### src/rtl/multicore_sobel_cpu_1_oci_dct_packer.sv
// -----------------------------------------------------------------------------
// multicore_sobel_cpu_1_oci_dct_packer
//
// Packs 2-bit direct-conditional trace atoms from CPU_1 into frames of up to
// MAX_ATOMS atoms. Completed frames go downstream through a one-entry
// valid/ready register slice. The trace source cannot stall, so an atom that
// arrives while the buffer is full and the slot is busy is dropped and flagged.
//
// Ports:
//   clk, reset_n      clock, asynchronous active-low reset
//   trace_enable      qualifies atom_valid; buffer is retained while low
//   atom_valid, atom  incoming atom and its strobe
//   flush             close the current partial frame (single-cycle pulse)
//   frame_ready       downstream accepts the presented frame
//   overflow_clr      clears the sticky overflow flag
//   frame_valid       frame slot occupied
//   frame_data        packed frame, oldest atom in the highest occupied bits
//   frame_count       atoms in the presented frame, 1..MAX_ATOMS
//   dct_buffer        live accumulation buffer
//   dct_count         live atom count, 0..MAX_ATOMS
//   overflow          sticky: at least one atom was dropped
// -----------------------------------------------------------------------------
module multicore_sobel_cpu_1_oci_dct_packer #(
    parameter int unsigned ATOM_W    = 2,
    parameter int unsigned MAX_ATOMS = 15,
    localparam int unsigned BUF_W    = MAX_ATOMS * ATOM_W,
    localparam int unsigned CNT_W    = $clog2(MAX_ATOMS + 1)
) (
    input  logic              clk,
    input  logic              reset_n,
    input  logic              trace_enable,
    input  logic              atom_valid,
    input  logic [ATOM_W-1:0] atom,
    input  logic              flush,
    input  logic              frame_ready,
    input  logic              overflow_clr,
    output logic              frame_valid,
    output logic [BUF_W-1:0]  frame_data,
    output logic [CNT_W-1:0]  frame_count,
    output logic [BUF_W-1:0]  dct_buffer,
    output logic [CNT_W-1:0]  dct_count,
    output logic              overflow
);

    localparam logic [CNT_W-1:0] CNT_FULL = CNT_W'(MAX_ATOMS);
    localparam logic [CNT_W-1:0] CNT_ONE  = CNT_W'(1);

    // Flush seen while the slot was busy; the partial frame leaves later.
    logic flush_pend;

    // Next-state values
    logic              frame_valid_n;
    logic [BUF_W-1:0]  frame_data_n;
    logic [CNT_W-1:0]  frame_count_n;
    logic [BUF_W-1:0]  dct_buffer_n;
    logic [CNT_W-1:0]  dct_count_n;
    logic              overflow_n;
    logic              flush_pend_n;

    // Control terms, all derived from registered state and current inputs
    logic acc;
    logic slot_free;
    logic buf_full;
    logic buf_empty;
    logic xfer;
    logic drop;

    assign acc       = trace_enable & atom_valid;
    assign slot_free = ~frame_valid | frame_ready;
    assign buf_full  = (dct_count == CNT_FULL);
    assign buf_empty = (dct_count == '0);
    assign xfer      = slot_free & (buf_full | ((flush | flush_pend) & ~buf_empty));
    // A full buffer that cannot transfer has nowhere to put a new atom.
    assign drop      = acc & buf_full & ~xfer;

    // Next-state logic for buffer, frame slot, flush and overflow tracking
    always_comb begin
        frame_valid_n = frame_valid;
        frame_data_n  = frame_data;
        frame_count_n = frame_count;
        dct_buffer_n  = dct_buffer;
        dct_count_n   = dct_count;
        overflow_n    = overflow;
        flush_pend_n  = flush_pend;

        if (xfer) begin
            // Transfer takes the pre-atom buffer; a coincident atom opens the next frame.
            frame_valid_n = 1'b1;
            frame_data_n  = dct_buffer;
            frame_count_n = dct_count;
            flush_pend_n  = 1'b0;
            if (acc) begin
                dct_buffer_n = BUF_W'(atom);
                dct_count_n  = CNT_ONE;
            end else begin
                dct_buffer_n = '0;
                dct_count_n  = '0;
            end
        end else begin
            if (frame_valid && frame_ready) begin
                frame_valid_n = 1'b0;
            end
            // Slot busy with a partial frame: remember the flush.
            if (flush && !buf_empty) begin
                flush_pend_n = 1'b1;
            end
            if (acc && !buf_full) begin
                dct_buffer_n = {dct_buffer[BUF_W-ATOM_W-1:0], atom};
                dct_count_n  = dct_count + CNT_ONE;
            end
        end

        // A drop wins over a coincident clear.
        if (drop) begin
            overflow_n = 1'b1;
        end else if (overflow_clr) begin
            overflow_n = 1'b0;
        end
    end

    // State registers
    always_ff @(posedge clk or negedge reset_n) begin
        if (!reset_n) begin
            frame_valid <= 1'b0;
            frame_data  <= '0;
            frame_count <= '0;
            dct_buffer  <= '0;
            dct_count   <= '0;
            overflow    <= 1'b0;
            flush_pend  <= 1'b0;
        end else begin
            frame_valid <= frame_valid_n;
            frame_data  <= frame_data_n;
            frame_count <= frame_count_n;
            dct_buffer  <= dct_buffer_n;
            dct_count   <= dct_count_n;
            overflow    <= overflow_n;
            flush_pend  <= flush_pend_n;
        end
    end

endmodule

### config.mk
export PLATFORM = sky130hd
export DESIGN_NAME = multicore_sobel_cpu_1_oci_dct_packer
export DESIGN_NICKNAME = d
export VERILOG_FILES = /design/src/rtl/multicore_sobel_cpu_1_oci_dct_packer.sv
export SDC_FILE = /design/constraint.sdc
export NUM_CORES = 1
export LEC_CHECK = 0
export CAP_MARGIN = 20
export CORE_AREA = 2 2 81 83
export DETAILED_ROUTE_END_ITERATION = 6
export DIE_AREA = 0 0 83 85
export PLACE_DENSITY = 0.78
export SKIP_CTS_REPAIR_TIMING = 1
export SLEW_MARGIN = 5
export SYNTH_ARGS = -nofsm -noshare
export SYNTH_HDL_FRONTEND = slang
export SYNTH_SLANG_ARGS = --single-unit
### constraint.sdc
create_clock -name clk -period 2.2 [get_ports clk]
set_input_delay 0.22 -clock clk [delete_from_list [all_inputs] [get_ports clk]]
set_output_delay 0.22 -clock clk [all_outputs]
set_load 0.02 [all_outputs]
; ---- Word-level counts from Yosys, hierarchy flattened
; Index checks and enable logic that the tools add are counted.
; Widths: inputs -> output; s select.
[word_totals]
reg_bits = 71
input_bits = 9
output_inout_bits = 70
[classes]
addsub = 1
eq_ne = 1
mux = 12
bitwise_logic = 11
n_reduce_logical = 10
[ops]
columns = op, n
row1 = $mux 30, 2
row2 = $mux 4, 2
row3 = $reduce_bool 2->1, 4
row4 = $mux 1, 7
row5 = $and 1x1->1, 5
row6 = $add 4x1->4 const B, 1
row7 = $eq 4x4->1 const B, 1
row8 = $logic_not 4->1, 1
row9 = $logic_and 1x1->1, 3
row10 = $not 1->1, 3
row11 = $or 1x1->1, 3
row12 = $logic_not 1->1, 2
row13 = $mux 2, 1

; ---- Depth between registers and ports, before layout
; Gate-level depths: netlist of run 1.
[depth]
word_depth = 8
ltp_mapped = 8
ltp_nobuf = 6

; ---- Least setup slack after synthesis of run 1
; OpenSTA, ideal clock, no wires.
[synth_path]
kind = register -> register
start = reg dct_count[0]
end = reg frame_count[2]
arrival_time_ns = 1.851
required_time_ns = 2.075
slack_ns = 0.224
path_stages_with_launch = 8
path_buffers = 1
period_less_slack_ns = 1.976
cell_sequence = dfrtp_1 -> inv_1 -> ha_1 -> nor2b_1 -> o21a_1 -> nor3_4 -> buf_6 -> mux2_2
[synth_between]
elab_chain_len = 5
elab_cells_between_ends = 6
[synth_rtl]
columns = element, line
row1 = start: declaration, 41  ; output logic [CNT_W-1:0] dct_count,
row2 = start signal: assignment, 136  ; dct_count <= dct_count_n;
row3 = $logic_not 4->1, 71  ; assign buf_empty = (dct_count == '0);
row4 = $not 1->1, 72  ; assign xfer = slot_free & (buf_full | ((flush | flush_pend) & ~buf_empty));
row5 = $and 1x1->1, 72
row6 = $or 1x1->1 (*), 72
row7 = $and 1x1->1 (*), 72
row8 = end signal: assignment, 134  ; frame_count <= frame_count_n;
row9 = end: declaration, 39  ; output logic [CNT_W-1:0] frame_count,
; Mark *: on every way between the ends. The rest lies on a longest branch, timed or not.
; A chain may end at the register's enable or synchronous reset.

; ---- Worst setup path after layout of run 1
[layout_path]
start = reg dct_count[0]
end = reg frame_data[18]
[layout_between]
elab_chain_len = 5
elab_cells_between_ends = 6
[layout_rtl]
columns = element, line
row1 = $logic_not 4->1, 71
row2 = $not 1->1, 72
row3 = $and 1x1->1, 72
row4 = $or 1x1->1 (*), 72
row5 = $and 1x1->1 (*), 72
row6 = end signal: assignment, 133  ; frame_data <= frame_data_n;
row7 = end: declaration, 38  ; output logic [BUF_W-1:0] frame_data,
; Marked as above.

==> flow_metrics.tcl, run 1 <==
set metrics [dict create \
    status "complete, but fails checks" \
    violations "negative hold slack" \
    min_period_ns 2.06 \
    syn-num-nets 260 \
    critPathRequiredTime_ns 2.43 \
    cts_tree "done" \
    htreeDepth 3 \
    nFillCells 505 \
    postSynthAreaPerCell_um2 11.6 \
    path_clk_slew_ns 0.07 \
    startpoint_type "register" \
    die_w_um 83 \
    drt_iter0_drc 98 \
    path_delay_family "flip-flops" \
    path_cells "inv_1 > ha_1 > nor2b_1 > o21a_1 > nor3_4 > buf_12 > mux2_2" \
    arrival_ns 2.29 \
    cts_max_path_buffers 2 \
    syn_inst 249 \
    cp-end-kind "register" \
    setup_viol 0 \
    synth_edf_count 0 \
    drc_errors 0 \
    max_cap_violations 0 \
    port_buffers 78 \
    period_share_pct 93.6 \
    vdd_drop_max_mv 0.655 \
    grt_usage_pct 18.2 \
    areaGrowthSynthToFinish_pct 35.7 \
    gp_congestion 0.816 \
    drt-total-wl_mm 6.11 \
    vias_per_cell 5.17 \
    finalMaxSlewViolations 0 \
    fin_nets 341 \
    grt-ovfl-total 0 \
    final_core_util_pct 62.9 \
    clk_latency_ns 0.35 \
    worstPathMaxFanout 49 \
    hold_path.class "in2async" \
    netlist_area_mm2 0.00288 \
    critPathKind "reg2reg" \
    dpl.hpwl_mm 3.93 \
    fp.dieArea_mm2 0.00706 \
    grt_max_degree 72 \
    ys.warnings.count 0 \
    slowest_delay_ns 0.45 \
    yosysSeqAreaShare_pct 61.7 \
    core-area_mm2 0.00620 \
    drtAntennaViolNets 0 \
    rsz0062_at_grt "false" \
    max_slew_margin_pct 41.5 \
    synth.distinct_cells 27 \
    synth_top_flop_cell "dfrtp_1" \
    crit_slowest_cell "dfrtp_1" \
    async_reset_ff_share_pct 100 \
    clock_skew_ns 0.0113 \
    die_y_um 85 \
    drive_gt1_share_pct 16.1 \
    pin_count 79 \
    ys_ff_latch 71 \
    wire_per_inst_um 14.8 \
    vias 2128 \
    finalHoldViolCount 9 \
    fmax_mhz 485 \
    hold_ws_ns -0.0206 \
    floorplan.initialDensity_pct 46.4 \
    antenna_found_initial 0 \
    p_leak_nw 1.72 \
    setup_tns_ns 0 \
    rows 29 \
    numCtsBuffers 9 \
    grt_pass1_wl_mm 10.2 \
    cts.sink_count 71 \
    antenna_cells 0 \
    grt_pass1_vias 2102 \
    timing.critical_path.buf_inv 2 \
    tightest_slew_ns 0.878 \
    drtPass1Iterations 4 \
    root_buffer "clkbuf_8" \
    power_density_mw_per_mm2 1030 \
]
-- worst paths after layout --
| check | from | endpoint | slack [ns] | depth (start not counted) |
|---|---|---|---|---|
| max | dct_count[0] | frame_data[18] | 0.14 | 7 |
| min | reset_n | frame_data[14] | -0.02 | 1 |
| max reg2reg | dct_count[0] | frame_data[18] | 0.14 | 7 |
| min reg2reg | frame_count[0] | frame_count[0] | 0.49 | 1 |
| max in group asynchronous | reset_n | frame_data[18] | 1.65 | 1 |
| min in group clk | overflow_clr | overflow | 0.45 | 2 |
-- sequential cells by signal, summed over array words and instances (netlist names) --
| signal | count |
|---|---|
| dct_buffer | 30 |
| frame_count | 4 |
| frame_valid | 1 |
| dct_count | 4 |
| overflow | 1 |
| flush_pend | 1 |
| frame_data | 30 |
-- where the power goes --
part	switching (W)	total, W	internal (W)	leakage [nW]
Combinational	0.000697	0.00133	0.000631	0.653
Clock	0.000493	0.00102	0.000524	0.0895
Sequential	0.000165	0.00167	0.00150	0.975
Total	0.00135	0.00401	0.00266	1.72
-- worst register-to-register path, cell delays in order, from the launching register on --
cell and delay [ns]:
dfrtp_1 0.45, inv_1 0.09, ha_1 0.20, nor2b_1 0.15
o21a_1 0.22, nor3_4 0.18, buf_12 0.26, mux2_2 0.40
-- layer usage --
metal / share of wire, % / wire length (µm) / up-vias / GRT usage [%]
met4: 2.4 / 144 / 0 / 8.94
met2: 46 / 2780 / 66 / 26.6
met1: 45 / 2750 / 1044 / 24.1
met5: 0 / 0 / - / 0
met3: 7.2 / 439 / 14 / 6.61
li1: - / - / 1004 / -
-- layout by cell type, fill, tap and decap left out, drive strengths merged --
master,netlist,final
clkdlybuf4s50,0,77
dfrtp,71,71
nand2,63,63
mux2,34,34
a21oi,33,33
clkbuf,4,11
buf,10,7
inv,4,4
nor2,4,4
a211oi,4,4
nor3,4,4
and2,3,3
nor2b,2,2
nand2b,2,2
a31oi,2,2
ha,2,2
clkinvlp,0,2
clkinv,0,2
nand3,1,1
o21a,1,1
or2,1,1
o311a,1,1
o21ai,1,1
nand4,1,1
o22ai,1,1
bufinv,0,1
-- cell type report --
cell class              count  area [µm²]  area share, %
flip-flops and latches     71        1780           45.5
multi-input cells         160         991           25.4
repair buffers             84         836           21.4
clock buffers              11         131           3.36
well taps                  77        96.3           2.47
clock inverters             5        58.8           1.51
inverters                   4        15.0          0.384
-- Yosys cell counts, types with 3 or more instances --
cell type | n | area [µm²]
dfrtp_1 | 71 | 1780
nand2_1 | 63 | 236
a21oi_1 | 33 | 165
mux2_2 | 30 | 338
a211oi_1 | 4 | 30.0
buf_2 | 4 | 20.0
buf_6 | 4 | 45.0
clkbuf_1 | 4 | 15.0
inv_1 | 4 | 15.0
mux2_1 | 4 | 45.0
nor2_1 | 4 | 15.0
nor3_1 | 3 | 15.0
-- stage by stage --
step / worst slack, ns / cells / area, µm² / total power [W]
floorplan: 0.224 / 249 / 2880 / 0.00251
global placement: 0.206 / 396 / 3710 / 0.00300
detailed placement: 0.162 / 396 / 3710 / 0.00303
CTS: 0.144 / 412 / 3910 / 0.00405
global route: 0.0378 / 412 / 3910 / 0.00422
finish: 0.140 / 412 / 3910 / 0.00401
-- logic make-up after synthesis --
logic type               synth area share, %
AND/OR/NAND/NOR                         12.0
AO/OA/AOI/OAI                           8.22
buffers and inverters                   3.83
adder cells (fa/ha/maj)                0.869
flip-flops                              61.7
multiplexers                            13.3
Note: power is estimated with default switching activity, not from simulation.
==> run 2, diff against run 1 <==
--- a/config.mk
+++ b/config.mk
@@ -6,10 +6,13 @@
 export NUM_CORES = 1
 export LEC_CHECK = 0
 export CAP_MARGIN = 20
-export CORE_AREA = 2 2 81 83
+export CELL_PAD_IN_SITES_DETAIL_PLACEMENT = 1
+export CELL_PAD_IN_SITES_GLOBAL_PLACEMENT = 2
+export CORE_AREA = 2 2 101 103
+export CTS_CLUSTER_DIAMETER = 80
 export DETAILED_ROUTE_END_ITERATION = 6
-export DIE_AREA = 0 0 83 85
-export PLACE_DENSITY = 0.78
+export DIE_AREA = 0 0 103 105
+export PLACE_DENSITY_LB_ADDON = 0.1
 export SKIP_CTS_REPAIR_TIMING = 1
 export SLEW_MARGIN = 5
 export SYNTH_ARGS = -nofsm -noshare
==> run 2 against run 1 <==
  * Critical path type unchanged
  * Clock power increased by 15%
  * Register-to-register slack improved by 0.02 ns
  * The run now ends clean
  * Clock skew increased by 0.0021 ns
==> flow_metrics.tcl, run 2 (synthesized netlist as in run 1, its figures left out) <==
set metrics [dict create \
    drtAntennaViolNets 0 \
    pin_count 79 \
    fin_nets 346 \
    slowest_delay_ns 0.41 \
    hold_path.class "in2async" \
    layout.cells.non_filler 472 \
    critPathRequiredTime_ns 2.43 \
    grt_pass1_vias 2169 \
    wl_met2_mm 3.11 \
    period_share_pct 92.6 \
    cts_tree "done" \
    timing.critical_path.buf_inv 2 \
    layout_commonest_cell "clkdlybuf4s50_1" \
    wl_met3_um 277 \
    critPathKind "reg2reg" \
    clock_skew_ns 0.0133 \
    setup_viol 0 \
    numCtsBuffers 9 \
    floorplan.initialDensity_pct 29.9 \
    cts.sink_count 71 \
    wl_met1_mm 3.37 \
    die_w_um 103 \
    worstPathMaxFanout 25 \
    placed_cell_area_mm2 0.00384 \
    cts_max_path_buffers 2 \
    drive_gt1_share_pct 17.7 \
    path_delay_family "simple AND/OR/NAND/NOR gates" \
    status "complete, no violations" \
    top_layer "met4" \
    dpl.hpwl_mm 4.48 \
    fmax_mhz 491 \
    arrival_ns 2.26 \
    path_cells "inv_1 > ha_1 > nor2b_1 > o21a_1 > nor3_4 > buf_12 > mux2_2" \
    finalHoldViolCount 0 \
    min_period_ns 2.04 \
    grt_pass1_wl_mm 11.4 \
    areaGrowthSynthToFinish_pct 42.5 \
    root_buffer "clkbuf_8" \
    rows 36 \
    max_slew_margin_pct 72.5 \
    path_clk_slew_ns 0.08 \
    htreeDepth 3 \
    grt-ovfl-total 0 \
    power_density_mw_per_mm2 1040 \
    setup_tns_ns 0 \
    finalMaxSlewViolations 0 \
    drt-total-wl_mm 6.88 \
    final_cell_mix "clkdlybuf4s50_1, dfrtp_1, nand2_1, a21oi_1, mux2_2" \
    rsz0062_at_grt "false" \
    antenna_cells 0 \
    vias 2161 \
    grt_usage_pct 13.7 \
    max_cap_violations 0 \
    reg.largest.list "dct_buffer (30), frame_data (30)" \
    startpoint_type "register" \
    place_inst 454 \
    vdd_drop_max_mv 0.420 \
    vias_per_cell 4.58 \
    grt_max_degree 44 \
    die_y_um 105 \
    crit_slowest_cell "dfrtp_2" \
    antenna_found_initial 0 \
    p_leak_nw 1.78 \
    tightest_slew_ns 0.413 \
    wire_per_inst_um 14.6 \
    final_area_mm2 0.00410 \
    cp-end-kind "register" \
    drc_errors 0 \
    clk_latency_ns 0.35 \
    core-area_mm2 0.00964 \
    gp_congestion 0.743 \
    drtPass1Iterations 4 \
    fp.dieArea_mm2 0.0108 \
    drt_iter0_drc 75 \
    port_buffers 78 \
]
==> run 2: cell types whose count changed in the layout (fill, tap and decap cells not counted), sizes merged <==
cell	delta
dlygate4sd3	+1
buf	+3
bufinv	+1
clkinvlp	-1
inv	+1
clkinv	-1
==> run 2: area by class of cell <==
class	instances	area, µm²
clock buffers	10	138
clock inverters	5	81.3
fillers	1078	5540
inverters	4	15.0
multi-input cells	160	991
flip-flops and latches	71	1780
well taps	133	166
repair buffers	89	931
==> run 2: path summary, 6_finish.rpt <==
check | depth (start not counted) | slack, ns | end | from
worst max register to register | 7 | 0.16 | frame_data[0] | dct_count[0]
min in group clk | 2 | 0.46 | overflow | overflow_clr
worst min-delay path | 2 | 0.36 | frame_data[4] | reset_n
worst max-delay path | 7 | 0.16 | frame_data[0] | dct_count[0]
max in group asynchronous | 3 | 1.28 | dct_buffer[26] | reset_n
worst min register to register | 1 | 0.49 | frame_count[1] | frame_count[1]
==> run 2: power by group <==
group	leakage (nW)	internal [W]	switching, W	total [W]
Combinational	0.698	0.000716	0.000736	0.00145
Sequential	0.974	0.00150	0.000158	0.00166
Clock	0.109	0.000665	0.000501	0.00117
Total	1.78	0.00288	0.00139	0.00428
==> run 2: stage by stage <==
step	hold WS, ns	setup slack [ns]	power, W	utilization [%]
after detailed placement	0.189	0.125	0.00310	39.8
after floorplan	-0.0756	0.224	0.00251	-
after global routing	0.386	0.0414	0.00454	42.5
final	0.356	0.163	0.00428	42.5
after CTS	-0.199	0.112	0.00430	42.1
after global placement	0.191	0.188	0.00309	39.8
==> run 2: layer usage <==
metal / track usage [%] / vias up
met1: 19.9 / 1092
li1: - / 1008
met2: 18.9 / 50
met4: 6.48 / 0
met5: 0 / -
met3: 3.21 / 11
==> run 3, diff against run 2 <==
--- a/config.mk
+++ b/config.mk
@@ -13,8 +13,10 @@
 export DETAILED_ROUTE_END_ITERATION = 6
 export DIE_AREA = 0 0 103 105
 export PLACE_DENSITY_LB_ADDON = 0.1
+export RECOVER_POWER = 100
 export SKIP_CTS_REPAIR_TIMING = 1
 export SLEW_MARGIN = 5
 export SYNTH_ARGS = -nofsm -noshare
 export SYNTH_HDL_FRONTEND = slang
 export SYNTH_SLANG_ARGS = --single-unit
+export TNS_END_PERCENT = 5
==> run 3 against run 2 <==
  * Total power shrank 2.0%
  * Clock skew grew 0.0012 ns
  * Cell count is the same
  * Count of clock-buffer cells in the layout is the same
==> flow_metrics.tcl, run 3 (synthesized netlist as in run 1, its figures left out) <==
set metrics [dict create \
    clk_latency_ns 0.35 \
    cts_max_path_buffers 2 \
    r2r_slack_ns 0.17 \
    wire_per_inst_um 14.5 \
    die_w_um 103 \
    floorplan.initialDensity_pct 29.9 \
    grt-ovfl-total 0 \
    htreeDepth 3 \
    path_delay_family "simple AND/OR/NAND/NOR gates" \
    path_cells "inv_1 > ha_1 > nor2b_1 > o21a_1 > nor3_4 > buf_12 > mux2_2" \
    drtAntennaViolNets 0 \
    cts.sink_count 71 \
    hold_path.class "in2reg" \
    layout.cells.non_filler 472 \
    period_share_pct 92.4 \
    root_buffer "clkbuf_8" \
    drive_gt1_share_pct 17.4 \
    rows 36 \
    crit_slowest_cell "dfrtp_2" \
    grt_pass1_vias 2169 \
    status "complete, no violations" \
    fin_nets 346 \
    setup_viol 0 \
    timing.critical_path.buf_inv 2 \
    critPathRequiredTime_ns 2.43 \
    antenna_found_initial 0 \
    dpl.hpwl_mm 4.48 \
    vdd_drop_max_mv 0.418 \
    vias 2160 \
    reg.largest.list "dct_buffer (30), frame_data (30)" \
    cts_tree "done" \
    die_y_um 105 \
    areaGrowthSynthToFinish_pct 41.8 \
    max_slew_margin_pct 49.6 \
    grt_max_degree 44 \
    fp.dieArea_mm2 0.0108 \
    slowest_delay_ns 0.41 \
    worstPathMaxFanout 25 \
    port_buffers 78 \
    max_cap_violations 0 \
    arrival_ns 2.26 \
    cp-end-kind "register" \
    total_power_w 0.00419 \
    core-area_mm2 0.00964 \
    finalHoldViolCount 0 \
    grt_pass1_wl_mm 11.4 \
    nFillCells 1078 \
    clock_skew_ns 0.0146 \
    power_density_mw_per_mm2 1030 \
    gp_congestion 0.743 \
    drtPass1Iterations 3 \
    setup_tns_ns 0 \
    drt_iter0_drc 78 \
    p_leak_nw 2.00 \
    finalMaxSlewViolations 0 \
    pin_count 79 \
    grt_usage_pct 13.7 \
    layout_commonest_cell "dlygate4sd3_1" \
    place_inst 454 \
    numCtsBuffers 9 \
    drt-total-wl_mm 6.85 \
    final_cell_mix "dlygate4sd3_1, dfrtp_1, nand2_1, a21oi_1, mux2_2" \
    min_period_ns 2.03 \
    rsz0062_at_grt "false" \
    antenna_cells 0 \
    startpoint_type "register" \
    vias_per_cell 4.58 \
    drc_errors 0 \
    path_clk_slew_ns 0.07 \
    critPathKind "reg2reg" \
    fmax_mhz 492 \
    tightest_slew_ns 0.756 \
]
-- run 3: cell types whose count changed in the layout (fill, tap and decap cells not counted) --
cell / before / now
clkdlybuf4s50_1: 77 / 7
dlygate4sd3_1: 1 / 71
buf_4: 6 / 4
buf_12: 4 / 3
clkbuf_1: 0 / 1
clkbuf_2: 0 / 1
clkbuf_4: 0 / 1
-- run 3: final cells by class --
cell class / count / area, µm² / share of cell area [%]
multi-input combinational: 160 / 991 / 24.3
clock inverter: 5 / 81.3 / 1.99
inverter: 4 / 15.0 / 0.368
sequential: 71 / 1780 / 43.6
tap: 133 / 166 / 4.08
timing repair buffer: 89 / 912 / 22.3
clock buffer: 10 / 138 / 3.37
-- run 3: per-stage QoR --
step / setup slack [ns] / utilization [%] / hold slack (ns) / cell area, µm²
floorplan: 0.224 / - / -0.0756 / 2880
global placement: 0.188 / 39.8 / 0.191 / 3840
detailed placement: 0.125 / 39.8 / 0.189 / 3840
CTS: 0.112 / 42.1 / -0.199 / 4060
global route: 0.0460 / 42.3 / 0.452 / 4080
finish: 0.167 / 42.3 / 0.458 / 4080
-- run 3: layer usage --
| layer | global-route usage [%] | up-vias | wire (µm) |
|---|---|---|---|
| li1 | - | 1011 | - |
| met1 | 19.9 | 1089 | 3360 |
| met2 | 18.9 | 49 | 3100 |
| met3 | 3.21 | 11 | 276 |
| met4 | 6.48 | 0 | 108 |
| met5 | 0 | - | 0 |
-- run 3: final timing paths --
kind | startpoint | to | cells past startpoint
max | dct_count[0] | frame_data[0] | 7
min | overflow_clr | overflow | 2
max reg2reg | dct_count[0] | frame_data[0] | 7
min reg2reg | frame_count[1] | frame_count[1] | 1
max in group asynchronous | reset_n | dct_buffer[26] | 3
min in group asynchronous | reset_n | frame_data[4] | 2
-- run 3: worst reg2reg max path: cells and delay by family, from the launching register on --
family / cells / cell delay (ns)
mux: 1 / 0.36
simple gates: 2 / 0.44
compound gates: 1 / 0.23
buf+inv: 2 / 0.29
flops: 1 / 0.41
fa+ha+maj: 1 / 0.19
-- run 3: where the power goes --
group          internal [W]  total, W  switching, W
Sequential          0.00150   0.00165      0.000149
Combinational      0.000637   0.00137      0.000735
Clock              0.000665   0.00117      0.000503
Total               0.00280   0.00419       0.00139
